## src/rtl/usb_pkg.sv

```systemverilog
`default_nettype none
// +----------------------------------------------------------------------+
// | Module   : usb_pkg                                                   |
// | Purpose  : Shared types and constants for the DC PIO bus arbiter:    |
// |            FSM state encoding, requester indices, default strobe and |
// |            recovery timing, and the counter-load helper.             |
// | Ports    : none (package)                                            |
// | Revision : 1.0  initial release                                      |
// +----------------------------------------------------------------------+
package usb_pkg;

  typedef enum logic [2:0] {
    ST_IDLE    = 3'd0,
    ST_SETUP   = 3'd1,
    ST_STROBE  = 3'd2,
    ST_HOLD    = 3'd3,
    ST_RECOVER = 3'd4
  } state_t;

  // Requester indices into the I_REQ / I_LOCK / I_WR / I_CMD / O_ACK vectors
  localparam int REQ_CMD  = 0;
  localparam int REQ_DATA = 1;

  // Default bus timing in clocks at 50 MHz
  localparam int DEF_STROBE_CYC   = 4;
  localparam int DEF_RECOVERY_CYC = 8;

  // Phase counter wide enough for the largest legal recovery (31)
  localparam int CNT_W = 5;

  // Counters run down to zero, so a phase of N clocks loads N-1.
  function automatic logic [CNT_W-1:0] cyc_load(input int cyc);
    return CNT_W'(cyc - 1);
  endfunction

endpackage
`default_nettype wire

```

## src/rtl/dc_pio_arb_if.sv

```systemverilog
`default_nettype none
// +----------------------------------------------------------------------+
// | Module   : dc_pio_arb_if                                             |
// | Purpose  : Bundles the two requester handshakes and the split DC PIO |
// |            bus of dc_pio_arb.                                        |
// | Signals  : I_REQ/I_LOCK/I_WR/I_CMD [1:0] requester controls,         |
// |            I_WDATA0/I_WDATA1 write data, O_ACK [1:0] done pulses,    |
// |            O_RDATA read data, O_OWNER, O_BUSY status,                |
// |            O_DC_ADDR, O_DC_CSF/RDF/WRF strobes, O_DC_WDATA,          |
// |            O_DC_OE, I_DC_RDATA bus side.                             |
// | Modports : slave  - the arbiter                                      |
// |            master - requesters plus bus model                        |
// | Revision : 1.0  initial release                                      |
// +----------------------------------------------------------------------+
interface dc_pio_arb_if;

  logic [1:0]  I_REQ;
  logic [1:0]  I_LOCK;
  logic [1:0]  I_WR;
  logic [1:0]  I_CMD;
  logic [15:0] I_WDATA0;
  logic [15:0] I_WDATA1;
  logic [1:0]  O_ACK;
  logic [15:0] O_RDATA;
  logic        O_OWNER;
  logic        O_BUSY;
  logic [1:0]  O_DC_ADDR;
  logic        O_DC_CSF;
  logic        O_DC_RDF;
  logic        O_DC_WRF;
  logic [15:0] O_DC_WDATA;
  logic        O_DC_OE;
  logic [15:0] I_DC_RDATA;

  modport slave (
    input  I_REQ, I_LOCK, I_WR, I_CMD, I_WDATA0, I_WDATA1, I_DC_RDATA,
    output O_ACK, O_RDATA, O_OWNER, O_BUSY, O_DC_ADDR,
           O_DC_CSF, O_DC_RDF, O_DC_WRF, O_DC_WDATA, O_DC_OE
  );

  modport master (
    output I_REQ, I_LOCK, I_WR, I_CMD, I_WDATA0, I_WDATA1, I_DC_RDATA,
    input  O_ACK, O_RDATA, O_OWNER, O_BUSY, O_DC_ADDR,
           O_DC_CSF, O_DC_RDF, O_DC_WRF, O_DC_WDATA, O_DC_OE
  );

endinterface
`default_nettype wire

```

## src/rtl/dc_pio_arb_rr_arb2.sv

```systemverilog
`default_nettype none
// +----------------------------------------------------------------------+
// | Module   : rr_arb2                                                   |
// | Purpose  : Two-way round-robin arbiter with bus lock. Decides in the |
// |            cycle en_i is high; the winner is registered as owner.    |
// | Ports    : clk_i, rst_i   clock, synchronous active-high reset       |
// |            en_i           arbitration allowed (FSM idle)             |
// |            req_i[1:0]     requests                                   |
// |            lock_i[1:0]    per-requester lock request                 |
// |            ack_i          access completing; samples owner's lock    |
// |            gnt_o          grant decided this cycle                   |
// |            winner_o       index of the winner this cycle             |
// |            owner_o        registered current/last owner              |
// | Revision : 1.0  initial release                                      |
// +----------------------------------------------------------------------+
module rr_arb2 (
  input  logic       clk_i,
  input  logic       rst_i,
  input  logic       en_i,
  input  logic [1:0] req_i,
  input  logic [1:0] lock_i,
  input  logic       ack_i,
  output logic       gnt_o,
  output logic       winner_o,
  output logic       owner_o
);

  logic prio_q;   // requester favoured on a tie
  logic owner_q;
  logic lock_q;   // owner held lock when its last access completed
  logic lock_active;

  // The lock lapses in the first idle cycle the owner drops I_LOCK, and the
  // other requester may win in that same cycle.
  assign lock_active = lock_q & lock_i[owner_q];

  always_comb begin
    gnt_o    = 1'b0;
    winner_o = owner_q;
    if (en_i) begin
      if (lock_active) begin
        // Locked: only the owner can be granted; otherwise the bus idles.
        gnt_o    = req_i[owner_q];
        winner_o = owner_q;
      end else begin
        gnt_o = |req_i;
        unique case (req_i)
          2'b01:   winner_o = 1'b0;
          2'b10:   winner_o = 1'b1;
          2'b11:   winner_o = prio_q;
          default: winner_o = owner_q;
        endcase
      end
    end
  end

  always_ff @(posedge clk_i) begin
    if (rst_i) begin
      prio_q  <= 1'b0;
      owner_q <= 1'b0;
      lock_q  <= 1'b0;
    end else begin
      if (gnt_o) begin
        owner_q <= winner_o;
        prio_q  <= ~winner_o;
      end
      if (en_i && lock_q && !lock_i[owner_q]) begin
        lock_q <= 1'b0;
      end
      if (ack_i) begin
        lock_q <= lock_i[owner_q];
      end
    end
  end

  assign owner_o = owner_q;

endmodule
`default_nettype wire

```

## src/rtl/dc_pio_arb.sv

```systemverilog
`default_nettype none
// +----------------------------------------------------------------------+
// | Module   : dc_pio_arb                                                |
// | Purpose  : Arbitrates two requesters (command engine, bulk data      |
// |            mover) onto the DC PIO bus and sequences each access      |
// |            IDLE -> SETUP -> STROBE -> HOLD -> RECOVER -> IDLE with   |
// |            glitch-free registered strobes.                           |
// | Ports    : I_CLK  50 MHz clock                                       |
// |            I_RST  synchronous active-high reset                      |
// |            bus    dc_pio_arb_if.slave: requester handshakes and the  |
// |                   split DC bus (tristate is at chip top level)       |
// | Params   : STROBE_CYC   RDF/WRF low width in clocks, 1..15           |
// |            RECOVERY_CYC RECOVER length in clocks, 1..31              |
// | Revision : 1.0  initial release                                      |
// +----------------------------------------------------------------------+
module dc_pio_arb
  import usb_pkg::*;
#(
  parameter int STROBE_CYC   = DEF_STROBE_CYC,
  parameter int RECOVERY_CYC = DEF_RECOVERY_CYC
) (
  input  logic          I_CLK,
  input  logic          I_RST,
  dc_pio_arb_if.slave   bus
);

  state_t           state_q;
  logic [CNT_W-1:0] cnt_q;
  logic             wr_q;
  logic [1:0]       addr_q;
  logic [15:0]      wdata_q;
  logic [15:0]      rdata_q;
  logic             csf_q;
  logic             rdf_q;
  logic             wrf_q;
  logic             oe_q;
  logic             busy_q;
  logic [1:0]       ack_q;

  logic             arb_en;
  logic             arb_gnt;
  logic             arb_winner;
  logic             owner;

  assign arb_en = (state_q == ST_IDLE);

  rr_arb2 u_arb (
    .clk_i    (I_CLK),
    .rst_i    (I_RST),
    .en_i     (arb_en),
    .req_i    (bus.I_REQ),
    .lock_i   (bus.I_LOCK),
    .ack_i    (|ack_q),
    .gnt_o    (arb_gnt),
    .winner_o (arb_winner),
    .owner_o  (owner)
  );

  always_ff @(posedge I_CLK) begin
    if (I_RST) begin
      state_q <= ST_IDLE;
      cnt_q   <= '0;
      wr_q    <= 1'b0;
      addr_q  <= 2'b10;
      wdata_q <= '0;
      rdata_q <= '0;
      csf_q   <= 1'b1;
      rdf_q   <= 1'b1;
      wrf_q   <= 1'b1;
      oe_q    <= 1'b0;
      busy_q  <= 1'b0;
      ack_q   <= 2'b00;
    end else begin
      ack_q <= 2'b00;
      unique case (state_q)
        ST_IDLE: begin
          if (arb_gnt) begin
            state_q <= ST_SETUP;
            busy_q  <= 1'b1;
            csf_q   <= 1'b0;
            wr_q    <= bus.I_WR[arb_winner];
            oe_q    <= bus.I_WR[arb_winner];
            addr_q  <= {1'b1, bus.I_CMD[arb_winner]};
            wdata_q <= (arb_winner == 1'(REQ_DATA)) ? bus.I_WDATA1 : bus.I_WDATA0;
          end
        end
        ST_SETUP: begin
          state_q <= ST_STROBE;
          cnt_q   <= cyc_load(STROBE_CYC);
          if (wr_q) begin
            wrf_q <= 1'b0;
          end else begin
            rdf_q <= 1'b0;
          end
        end
        ST_STROBE: begin
          if (cnt_q == '0) begin
            state_q <= ST_HOLD;
            rdf_q   <= 1'b1;
            wrf_q   <= 1'b1;
            // Last strobe clock: device data has settled
            if (!wr_q) begin
              rdata_q <= bus.I_DC_RDATA;
            end
          end else begin
            cnt_q <= cnt_q - CNT_W'(1);
          end
        end
        ST_HOLD: begin
          state_q      <= ST_RECOVER;
          cnt_q        <= cyc_load(RECOVERY_CYC);
          oe_q         <= 1'b0;
          ack_q[owner] <= 1'b1;
        end
        ST_RECOVER: begin
          // CSF stays low through the ACK clock, so chip select spans
          // STROBE_CYC+3 clocks and the high gap equals RECOVERY_CYC.
          csf_q <= 1'b1;
          if (cnt_q == '0) begin
            state_q <= ST_IDLE;
            busy_q  <= 1'b0;
          end else begin
            cnt_q <= cnt_q - CNT_W'(1);
          end
        end
        default: begin
          state_q <= ST_IDLE;
          busy_q  <= 1'b0;
          csf_q   <= 1'b1;
          rdf_q   <= 1'b1;
          wrf_q   <= 1'b1;
          oe_q    <= 1'b0;
        end
      endcase
    end
  end

  assign bus.O_ACK      = ack_q;
  assign bus.O_RDATA    = rdata_q;
  assign bus.O_OWNER    = owner;
  assign bus.O_BUSY     = busy_q;
  assign bus.O_DC_ADDR  = addr_q;
  assign bus.O_DC_CSF   = csf_q;
  assign bus.O_DC_RDF   = rdf_q;
  assign bus.O_DC_WRF   = wrf_q;
  assign bus.O_DC_WDATA = wdata_q;
  assign bus.O_DC_OE    = oe_q;

endmodule
`default_nettype wire

```

## src/flat_wrapper.sv

```systemverilog
// flat-port wrapper written by rule: the top's interface ports become plain ports
module dc_pio_arb_flat import usb_pkg::*;
#(
  parameter int STROBE_CYC   = DEF_STROBE_CYC,
  parameter int RECOVERY_CYC = DEF_RECOVERY_CYC
)
  (I_CLK, I_RST, bus_I_REQ, bus_I_LOCK, bus_I_WR, bus_I_CMD, bus_I_WDATA0, bus_I_WDATA1, bus_I_DC_RDATA, bus_O_ACK, bus_O_RDATA, bus_O_OWNER, bus_O_BUSY, bus_O_DC_ADDR, bus_O_DC_CSF, bus_O_DC_RDF, bus_O_DC_WRF, bus_O_DC_WDATA, bus_O_DC_OE);
  dc_pio_arb_if bus_i ();
  input  logic I_CLK;
  input  logic I_RST;
  input wire logic [$bits(bus_i.I_REQ)-1:0] bus_I_REQ;
  input wire logic [$bits(bus_i.I_LOCK)-1:0] bus_I_LOCK;
  input wire logic [$bits(bus_i.I_WR)-1:0] bus_I_WR;
  input wire logic [$bits(bus_i.I_CMD)-1:0] bus_I_CMD;
  input wire logic [$bits(bus_i.I_WDATA0)-1:0] bus_I_WDATA0;
  input wire logic [$bits(bus_i.I_WDATA1)-1:0] bus_I_WDATA1;
  input wire logic [$bits(bus_i.I_DC_RDATA)-1:0] bus_I_DC_RDATA;
  output wire logic [$bits(bus_i.O_ACK)-1:0] bus_O_ACK;
  output wire logic [$bits(bus_i.O_RDATA)-1:0] bus_O_RDATA;
  output wire logic [$bits(bus_i.O_OWNER)-1:0] bus_O_OWNER;
  output wire logic [$bits(bus_i.O_BUSY)-1:0] bus_O_BUSY;
  output wire logic [$bits(bus_i.O_DC_ADDR)-1:0] bus_O_DC_ADDR;
  output wire logic [$bits(bus_i.O_DC_CSF)-1:0] bus_O_DC_CSF;
  output wire logic [$bits(bus_i.O_DC_RDF)-1:0] bus_O_DC_RDF;
  output wire logic [$bits(bus_i.O_DC_WRF)-1:0] bus_O_DC_WRF;
  output wire logic [$bits(bus_i.O_DC_WDATA)-1:0] bus_O_DC_WDATA;
  output wire logic [$bits(bus_i.O_DC_OE)-1:0] bus_O_DC_OE;
  assign bus_i.I_REQ = bus_I_REQ;
  assign bus_i.I_LOCK = bus_I_LOCK;
  assign bus_i.I_WR = bus_I_WR;
  assign bus_i.I_CMD = bus_I_CMD;
  assign bus_i.I_WDATA0 = bus_I_WDATA0;
  assign bus_i.I_WDATA1 = bus_I_WDATA1;
  assign bus_i.I_DC_RDATA = bus_I_DC_RDATA;
  assign bus_O_ACK = bus_i.O_ACK;
  assign bus_O_RDATA = bus_i.O_RDATA;
  assign bus_O_OWNER = bus_i.O_OWNER;
  assign bus_O_BUSY = bus_i.O_BUSY;
  assign bus_O_DC_ADDR = bus_i.O_DC_ADDR;
  assign bus_O_DC_CSF = bus_i.O_DC_CSF;
  assign bus_O_DC_RDF = bus_i.O_DC_RDF;
  assign bus_O_DC_WRF = bus_i.O_DC_WRF;
  assign bus_O_DC_WDATA = bus_i.O_DC_WDATA;
  assign bus_O_DC_OE = bus_i.O_DC_OE;
  dc_pio_arb #(.STROBE_CYC(STROBE_CYC), .RECOVERY_CYC(RECOVERY_CYC)) u_core (.I_CLK(I_CLK), .I_RST(I_RST), .bus(bus_i));
endmodule
```

## config.mk

```make
export PLATFORM = sky130hd
export DESIGN_NAME = dc_pio_arb_flat
export DESIGN_NICKNAME = d
export VERILOG_FILES = /design/src/rtl/usb_pkg.sv /design/src/rtl/dc_pio_arb_if.sv /design/src/rtl/dc_pio_arb_rr_arb2.sv /design/src/rtl/dc_pio_arb.sv /design/src/flat_wrapper.sv
export SDC_FILE = /design/constraint.sdc
export NUM_CORES = 1
export LEC_CHECK = 0
export CELL_PAD_IN_SITES_DETAIL_PLACEMENT = 2
export CELL_PAD_IN_SITES_GLOBAL_PLACEMENT = 2
export CORE_UTILIZATION = 26
export DETAILED_ROUTE_END_ITERATION = 8
export PLACE_DENSITY = 0.86
export SLEW_MARGIN = 25
export SYNTH_ARGS = -nofsm -noshare
export SYNTH_HDL_FRONTEND = slang
export SYNTH_SLANG_ARGS = --single-unit
export TNS_END_PERCENT = 100
```

## constraint.sdc

```tcl
create_clock -name I_CLK -period 5 [get_ports I_CLK]
set_input_delay 1 -clock I_CLK [delete_from_list [all_inputs] [get_ports I_CLK]]
set_output_delay 1 -clock I_CLK [all_outputs]
set_load 0.1 [all_outputs]
```

==> results of run 1 <==
[final cells by class]
| type | count | area (µm²) | area share [%] |
|---|---|---|---|
| Clock buffer | 6 | 72.6 | 2.03 |
| Multi-Input combinational cell | 216 | 1270 | 35.5 |
| Clock inverter | 1 | 5.00 | 0.140 |
| Sequential cell | 52 | 1040 | 29.1 |
| Tap cell | 129 | 161 | 4.51 |
| Timing Repair Buffer | 101 | 1000 | 28.0 |
| Inverter | 7 | 26.3 | 0.734 |
[per-stage QoR]
stage / hold WS (ps) / util [%] / cell area [µm²]
2_1_floorplan: 435 / - / 2490
3_3_place_gp: 442 / 37.6 / 3490
3_5_place_dp: 456 / 37.6 / 3490
4_1_cts: 470 / 38.4 / 3570
5_1_grt: 492 / 38.5 / 3580
6_report: 465 / 38.5 / 3580
[power by group through the flow]
stage | Clock (mW) | Sequential [mW] | Combinational [mW]
6_report | 0.237 | 0.597 | 1.15
5_1_grt | 0.260 | 0.612 | 1.22
4_1_cts | 0.245 | 0.599 | 1.16
3_5_place_dp | 0 | 0.608 | 1.16
3_3_place_gp | 0 | 0.604 | 1.12
2_1_floorplan | 0 | 1.07 | 0.424
[registers in the layout, indices dropped and copies added, names as in the netlist, 2 cells and up]
register and flops:
u_core.bus.O_DC_WDATA 16, u_core.state_q 3, u_core.bus.O_ACK 2, u_core.bus.O_RDATA 16
u_core.cnt_q 5
[cell usage after synthesis (2+ instances only)]
master / count
nand2b_1: 4
nor4_4: 2
nor2b_1: 5
a311oi_1: 20
inv_1: 7
a21oi_1: 22
nand3_1: 21
nor4_1: 2
dfxtp_1: 52
nor2_1: 37
buf_2: 8
o211ai_1: 3
o21ai_0: 22
buf_1: 2
nand2_1: 37
nor3_1: 6
and4b_1: 2
buf_6: 3
clkbuf_1: 14
[cells by family (layout without fill, tap and decap cells)]
family,after synthesis,in the layout
muxes,2,2
buffers and inverters,36,115
AOI/OAI and AO/OA,85,85
DFF,52,52
adders and majority gates,1,1
and+or+nand+nor,125,125
xor gates and xnor gates,2,2
other,1,1
[worst min-delay path, cell delays in order (launching register included)]
cell	delay, ps
dfxtp_1	320
nand2_1	50
a21oi_1	50
[how the worst max path moves through the flow]
stage	end	slack, ps	cells past startpoint	start
after floorplan	u_core.bus.O_DC_WDATA[10]	2410	5	u_core.u_arb.owner_o
after global placement	u_core.bus.O_DC_WDATA[3]	1680	5	bus_I_LOCK[1]
after detailed placement	u_core.bus.O_DC_WDATA[6]	1540	5	bus_I_LOCK[1]
after CTS	u_core.bus.O_DC_WDATA[6]	1870	5	bus_I_LOCK[1]
after global routing	u_core.bus.O_DC_WDATA[10]	1730	6	bus_I_REQ[0]
final	u_core.bus.O_DC_WDATA[9]	1870	6	bus_I_REQ[0]
[per-layer routing]
metal,vias to the layer above,routed length (µm),GRT usage [%]
met5,-,0,0
met4,0,57,3.05
met3,7,367,3.97
met2,63,4340,33.2
met1,1266,3520,19.8
li1,1238,-,-
==> out/results.ini, run 1 <==
[die]
dieArea_um2 = 9990
fp.dieH_um = 99.9
die_width_um = 99.9
core_region_area_um2 = 9280
start_util_pct = 26.9
num_io_pins = 100
std_cell_rows = 35

[finish]
drive_gt1_share_pct = 5.22
fill_cells = 1062
layout_common_cells = clkdlybuf4s50_1, dfxtp_1, nand2_1, nor2_1, a21oi_1
antennaDiodeCount = 0
nets = 442
stdcell_count = 512
final_common_cell = clkdlybuf4s50_1
synthToLayoutAreaGrowth_pct = 43.5

[sta]
finalCriticalPeriod_ps = 3130
maxSlewViolCount = 0
rsz0062_at_grt = false
hold_violations = 0
setup-tns-final_ps = 0
post-route-worst-setup-slack_ps = 1870
clock_skew_ps = 9.40
slew_headroom_pct = 32.7
max_freq_ghz = 0.320
fin_crit_sh_pct = 62.6
setup_viol = 0
tightest_slew_ps = 1010

[worst_hold_path]
hp-class = reg2reg
hold_start = u_core.bus.O_RDATA[9]
min_delay_path_depth = 2
min_to = u_core.bus.O_RDATA[9]

[route]
drt_wl_total_um = 8280
drc = 0
wl_per_cell_um = 16.2
vias = 2574
dr.pass1.iters = 4
first_iter_violations = 110
ant_nets = 0
via_per_inst = 5.03

[cts]
cts_tree = done
clock-sinks = 52
clock-root-buffer = clkbuf_8
cts_buffers = 5
post_cts_resized = 0
clk_latency_ps = 310
clk_pin_slew_ps = 100
clk_path_buf_depth = 2
cts_max_level = 2
holdBufCountCts = 0
postCtsSetupBuffers = 0

[setup_path]
rr_startpoint = u_core.state_q[0]
reg2reg_slack_ps = 2060
slowest_stage = nor4_4
crit_type = in2reg
cp-start-kind = primary input
worstPathArrival_ps = 3340
worst_setup_path_end_kind = flip-flop
critical-path-max-stage-delay_ps = 750
critPathBufInv = 2
crit_chain = clkdlybuf4s50_1 > and4bb_2 > nor4_4 > buf_4 > nor2_1 > a311oi_1
ff2ff_path_depth = 5
critPathMaxFanout = 27
path_delay_family = simple AND/OR/NAND/NOR gates
worstPathRequired_ps = 5210
reg2reg_to = u_core.bus.O_DC_WDATA[9]

[placed_design]
port_buffers = 98
dp_hpwl_um = 5930
globalplace.congestion = 0.716
placed_cells = 504
pre_cts_ws_ps = 1540

[power]
internal_power_uw = 921
seq_power_share_pct = 30.0
power.leakage_nw = 1.23
swShare_pct = 53.6
design_power_total_mw = 1.99
combPwrFrac_pct = 58.0
cellPowerDensity_nw_per_um2 = 555
pwr-share-clk_pct = 12.0
vdd.ir_drop.worst_v = 0.000219
p_sw_mw = 1.07

[logic_synthesis]
syn_nets = 363
synthArstFlopShare_pct = 0
synth_top_area_share_pct = 41.7
synth_ff_type = dfxtp_1
ys_types = 54
synth_xor_area_share_pct = 0.702
synth-edff-count = 0
avgSynthCellArea_um2 = 8.20
yosysTopAreaCell = dfxtp_1
synth_compound_area_share_pct = 23.6
yosys_warnings = 0
ys_seq_area_share_pct = 41.7
syn-cell-area_um2 = 2490
synthMuxAreaShare_pct = 0.853
ys_seq_elements = 52
synth-simple-area-share_pct = 25.1
synth_fa_ha_area_share_pct = 0.502
synth_cells = 304
synth_area_leaders = dfxtp_1, a311oi_1, nand2_1, nor2_1, a21oi_1
synth_top_family_by_area = simple AND/OR/NAND/NOR gates

[global_routing]
grt-ovfl-total = 0
grt_usage_pct = 17.4
grt_pass1_wl_um = 13900
antenna_found_initial = 0
grt_pass1_vias = 2788
grt_max_degree = 52

[status]
outcome = complete, no violations

[run]
cap_violations = 0

Power figures use the tool's default switching activity.
==> run 2, diff against run 1 <==
--- a/config.mk
+++ b/config.mk
@@ -7,9 +7,9 @@
 export LEC_CHECK = 0
 export CELL_PAD_IN_SITES_DETAIL_PLACEMENT = 2
 export CELL_PAD_IN_SITES_GLOBAL_PLACEMENT = 2
-export CORE_UTILIZATION = 26
+export CORE_UTILIZATION = 21
 export DETAILED_ROUTE_END_ITERATION = 8
-export PLACE_DENSITY = 0.86
+export PLACE_DENSITY = 0.75
 export SLEW_MARGIN = 25
 export SYNTH_ARGS = -nofsm -noshare
 export SYNTH_HDL_FRONTEND = slang
==> constraint.sdc (replaced) <==
create_clock -name I_CLK -period 2.8 [get_ports I_CLK]
set_input_delay 0.56 -clock I_CLK [delete_from_list [all_inputs] [get_ports I_CLK]]
set_output_delay 0.56 -clock I_CLK [all_outputs]
set_load 0.1 [all_outputs]
==> run 2 against run 1 <==
The run now ends with DRC left. Largest power group unchanged. First-iteration DRC count down 48%. Sequential share of layout area shrank 0.32 points. Largest cell class unchanged. Critical path type is now reg2reg. Critical path depth increased by 1. Core utilization decreased by 7.1 points. Die area is 23% higher. Highest routed layer unchanged.
==> out/results.ini, run 2 (synthesis gave the netlist of run 1 again) <==
[setup_path]
worst_setup_path_end_kind = flip-flop
crit_type = reg2reg
worstPathArrival_ps = 2580
critPathMaxFanout = 15
ff2ff_path_depth = 7
cp-start-kind = flip-flop
critical-path-max-stage-delay_ps = 620
slowest_stage = or4b_4
rr_startpoint = u_core.cnt_q[0]
reg2reg_to = u_core.bus.O_RDATA[8]
crit_chain = inv_1 > ha_1 > or4b_4 > nor4_4 > buf_4 > nand2_1 > a21oi_1
reg2reg_slack_ps = 440
worstPathRequired_ps = 3020

[finish]
drive_gt1_share_pct = 17.9
final_common_cell = clkdlybuf4s50_1
antennaDiodeCount = 0
seqCellArea_um2 = 1040
synthToLayoutAreaGrowth_pct = 45.1
layout_common_cells = clkdlybuf4s50_1, dfxtp_1, buf_4
multi_input_area_um2 = 1270
nets = 449
fill_cells = 1309
stdcell_count = 534

[worst_hold_path]
hp-class = reg2reg
min_to = u_core.cnt_q[4]
min_delay_path_depth = 2
hold_start = u_core.cnt_q[4]

[power]
power.leakage_nw = 1.37
internal_power_mw = 1.82
vdd.ir_drop.worst_v = 0.000434
cellPowerDensity_nw_per_um2 = 1040
combPwrFrac_pct = 55.7
seq_power_share_pct = 27.2
p_sw_mw = 1.94
pwr-share-clk_pct = 17.1
swShare_pct = 51.6

[global_routing]
grtUsageMet1_pct = 16.7
busiest_layer = met2
grt_max_degree = 33
met2_usage_pct = 25.8
use_met3_pct = 2.90
grt_pass1_vias = 2823
grt_pass1_wl_um = 14000
antenna_found_initial = 0
grt_usage_pct = 14.1
grt-ovfl-total = 0

[cts]
clock-root-buffer = clkbuf_16
clk_pin_slew_ps = 70
cts_max_level = 2
holdBufCountCts = 0
cts_tree = done
clk_latency_ps = 290
clock-sinks = 52
post_cts_resized = 0
cts_buffers = 5
clk_path_buf_depth = 2
postCtsSetupBuffers = 0

[placed_design]
pre_cts_ws_ps = 99.4
globalplace.congestion = 0.689
dp_hpwl_um = 6100
placed_cells = 526
port_buffers = 98

[route]
via_per_inst = 4.77
ant_nets = 0
drc = 6
drt_wl_total_um = 8400
wl_per_cell_um = 15.7
first_iter_violations = 57
vias = 2547
dr.pass1.iters = 6

[sta]
hold_violations = 0
post-route-worst-setup-slack_ps = 440
max_freq_ghz = 0.424
slew_headroom_pct = 51.2
clock_skew_ps = 9.22
rsz0062_at_grt = false
setup-tns-final_ps = 0
tightest_slew_ps = 731
setup_viol = 0
fin_crit_sh_pct = 84.3
maxSlewViolCount = 0
finalCriticalPeriod_ps = 2360

[die]
core_region_area_um2 = 11500
die_width_um = 111
fp.dieH_um = 111
start_util_pct = 21.7
std_cell_rows = 39
dieArea_um2 = 12300
num_io_pins = 100

[status]
outcome = finished with violations
violations = DRC

[run]
cap_violations = 0

## run 2: area by class of cell
cell class	count	share of cell area [%]
flip-flops and latches	52	28.8
multi-input cells	216	35.2
clock buffers	7	3.94
clock inverters	1	0.207
repair buffers	108	26.2
inverters	7	0.726
well taps	143	4.94
## run 2: power groups by stage
stage / registers (mW) / clock network, mW / logic (mW)
finish: 1.02 / 0.643 / 2.09
CTS: 1.02 / 0.668 / 2.11
global placement: 1.03 / 0 / 2.06
detailed placement: 1.04 / 0 / 2.11
floorplan: 1.91 / 0 / 0.757
global route: 1.04 / 0.690 / 2.22
## run 2: how the worst max path moves through the flow
stage,startpoint,endpoint,slack (ps)
finish,u_core.cnt_q[0],u_core.bus.O_RDATA[8],440
global route,bus_I_REQ[0],u_core.wr_q,230
CTS,u_core.cnt_q[0],u_core.bus.O_RDATA[8],400
detailed placement,bus_I_REQ[0],u_core.wr_q,100
global placement,bus_I_REQ[0],u_core.bus.O_DC_WDATA[12],210
floorplan,u_core.u_arb.owner_o,u_core.bus.O_DC_WDATA[10],210
## run 2: metal layers
metal	vias to the layer above	share of wire, %	routed length [µm]
met5	-	0	0
met4	0	0.61	51
met3	4	4.5	379
met2	62	51	4300
met1	1226	44	3670
li1	1255	-	-
## run 2: stage by stage
| stage | cell area (µm²) | utilization [%] | hold slack (ps) | power (mW) |
|---|---|---|---|---|
| after floorplan | 2490 | - | 435 | 2.67 |
| after global placement | 3470 | 30.1 | 444 | 3.09 |
| after detailed placement | 3470 | 30.1 | 456 | 3.15 |
| after CTS | 3620 | 31.4 | 467 | 3.80 |
| after global routing | 3620 | 31.4 | 479 | 3.95 |
| final | 3620 | 31.4 | 464 | 3.75 |
## run 2: critical path: cells and delay by family (launching register included)
kind                     cells  cell delay [ps]
AND/OR/NAND/NOR              3             1170
flip-flops                   1              360
buffers and inverters        2              360
AO/OA/AOI/OAI                1              130
adder cells (fa/ha/maj)      1              270
==> run 3, diff against run 2 <==
--- a/config.mk
+++ b/config.mk
@@ -7,9 +7,9 @@
 export LEC_CHECK = 0
 export CELL_PAD_IN_SITES_DETAIL_PLACEMENT = 2
 export CELL_PAD_IN_SITES_GLOBAL_PLACEMENT = 2
-export CORE_UTILIZATION = 21
+export CORE_UTILIZATION = 24
 export DETAILED_ROUTE_END_ITERATION = 8
-export PLACE_DENSITY = 0.75
+export PLACE_DENSITY = 0.8
 export SLEW_MARGIN = 25
 export SYNTH_ARGS = -nofsm -noshare
 export SYNTH_HDL_FRONTEND = slang
==> constraint.sdc (replaced) <==
create_clock -name I_CLK -period 2.38 [get_ports I_CLK]
set_input_delay 0.476 -clock I_CLK [delete_from_list [all_inputs] [get_ports I_CLK]]
set_output_delay 0.476 -clock I_CLK [all_outputs]
set_load 0.1 [all_outputs]
==> run 3 against run 2 <==
The flow now finishes without violations. Flip-flop and latch count did not move. Sequential power rose by 18%. First-iteration DRC count rose by 28%. Via count rose by 2.5%. Fmax rose by 7.7%. Core utilization rose by 4.9 points. Hold slack improved by 5.8 ps.
==> out/results.ini, run 3 (synthesis gave the netlist of run 1 again) <==
[status]
outcome = complete, no violations

[route]
drc = 0
vias = 2611
routed.top_layer = met4
dr.pass1.iters = 4
wl_per_cell_um = 16.0
met2_length_um = 4440
met1_length_um = 3520
drt_wl_total_um = 8440
ant_nets = 0
via_per_inst = 4.95
met3WireLength_um = 417
first_iter_violations = 73

[sta]
setup_viol = 0
max_freq_ghz = 0.457
post-route-worst-setup-slack_ps = 190
hold_violations = 0
maxSlewViolCount = 0
tightest_slew_ps = 598
clock_skew_ps = 13.6
slew_headroom_pct = 60.1
finalCriticalPeriod_ps = 2190
rsz0062_at_grt = false
fin_crit_sh_pct = 92.0

[cts]
postCtsSetupBuffers = 0
clock-root-buffer = clkbuf_8
clk_path_buf_depth = 2
holdBufCountCts = 0
clock-sinks = 52
cts_max_level = 2
clk_latency_ps = 310
cts_tree = done
post_cts_resized = 0
cts_buffers = 5
clk_pin_slew_ps = 100

[power]
power.leakage_nw = 1.37
vdd.ir_drop.worst_v = 0.000565
cellPowerDensity_nw_per_um2 = 1180
design_power_total_mw = 4.25

[setup_path]
crit_chain = inv_1 > ha_1 > or4b_4 > buf_4 > nor4_4 > buf_4 > nand2_1 > a21oi_1
rr_startpoint = u_core.cnt_q[0]
worst_setup_path_end_kind = flip-flop
crit_end = u_core.bus.O_RDATA[1]
worstPathArrival_ps = 2430
worst_path_most_repeated_cell = buf_4
slowest_stage = or4b_4
critical-path-max-stage-delay_ps = 500
worstPathRequired_ps = 2620
cp-start-kind = flip-flop
critPathMaxFanout = 14
crit_type = reg2reg
reg2reg_slack_ps = 190
critPathLaunch = u_core.cnt_q[0]
ff2ff_path_depth = 8
reg2reg_to = u_core.bus.O_RDATA[1]

[die]
start_util_pct = 25.2
std_cell_rows = 36
die_width_um = 104
dieArea_um2 = 10800
core_region_area_um2 = 9910
num_io_pins = 100
fp.dieH_um = 104

[finish]
antennaDiodeCount = 0
fill_cells = 1170
nets = 453
synthToLayoutAreaGrowth_pct = 44.5
layout_common_cells = clkdlybuf4s50_1, buf_4, dfxtp_1
drive_gt1_share_pct = 18.7
seqCellArea_um2 = 1040
stdcell_count = 528
final_common_cell = clkdlybuf4s50_1
multi_input_area_um2 = 1270

[worst_hold_path]
hp-class = reg2reg
hold_start = u_core.bus.O_RDATA[12]

[placed_design]
globalplace.congestion = 0.681
port_buffers = 98
placed_cells = 520
dp_hpwl_um = 6280
pre_cts_ws_ps = -23.9

[global_routing]
grt_pass1_wl_um = 13900
grt_pass1_vias = 2754
grt_max_degree = 27
grt-ovfl-total = 0
grt_usage_pct = 15.8
antenna_found_initial = 0

[run]
cap_violations = 0

run 3: report_power, final:
group | internal [mW] | switching (mW)
clock network | 0.237 | 0.302
logic | 0.696 | 1.81
registers | 1.06 | 0.140
total | 2.00 | 2.25
run 3: critical path, delay by kind of cell, from the launching register on:
family                     cells  cell delay [ps]
and+or+nand+nor                3              820
buffers and inverters          3              530
DFF                            1              370
adders and majority gates      1              280
AOI/OAI and AO/OA              1              130
run 3: worst min-delay path by stage:
stage | to | depth (start not counted)
after floorplan | u_core.cnt_q[4] | 2
after global placement | u_core.bus.O_RDATA[7] | 2
after detailed placement | u_core.cnt_q[4] | 2
after CTS | u_core.cnt_q[4] | 2
after global routing | u_core.bus.O_RDATA[11] | 2
final | u_core.bus.O_RDATA[12] | 2
run 3: cell type report:
type	instances	share of cell area, %
flip-flops and latches	52	28.9
multi-input cells	216	35.3
repair buffers	112	27.9
inverters	7	0.729
clock inverters	1	0.208
clock buffers	7	2.40
well taps	133	4.62
run 3: per-stage QoR:
step           util, %  setup TNS (ps)  hold WS [ps]  area [µm²]
2_1_floorplan        -               0           435        2490
3_3_place_gp      35.4               0           446        3510
3_5_place_dp      35.4           -38.4           461        3510
4_1_cts           36.4               0           476        3600
5_1_grt           36.4               0           491        3600
6_report          36.4               0           469        3600
run 3: per-layer routing:
layer  track usage [%]  vias to the layer above
met1              17.8                     1282
met4              3.37                        0
met5                 0                        -
met2              30.0                       63
met3              3.88                        6
li1                  -                     1260
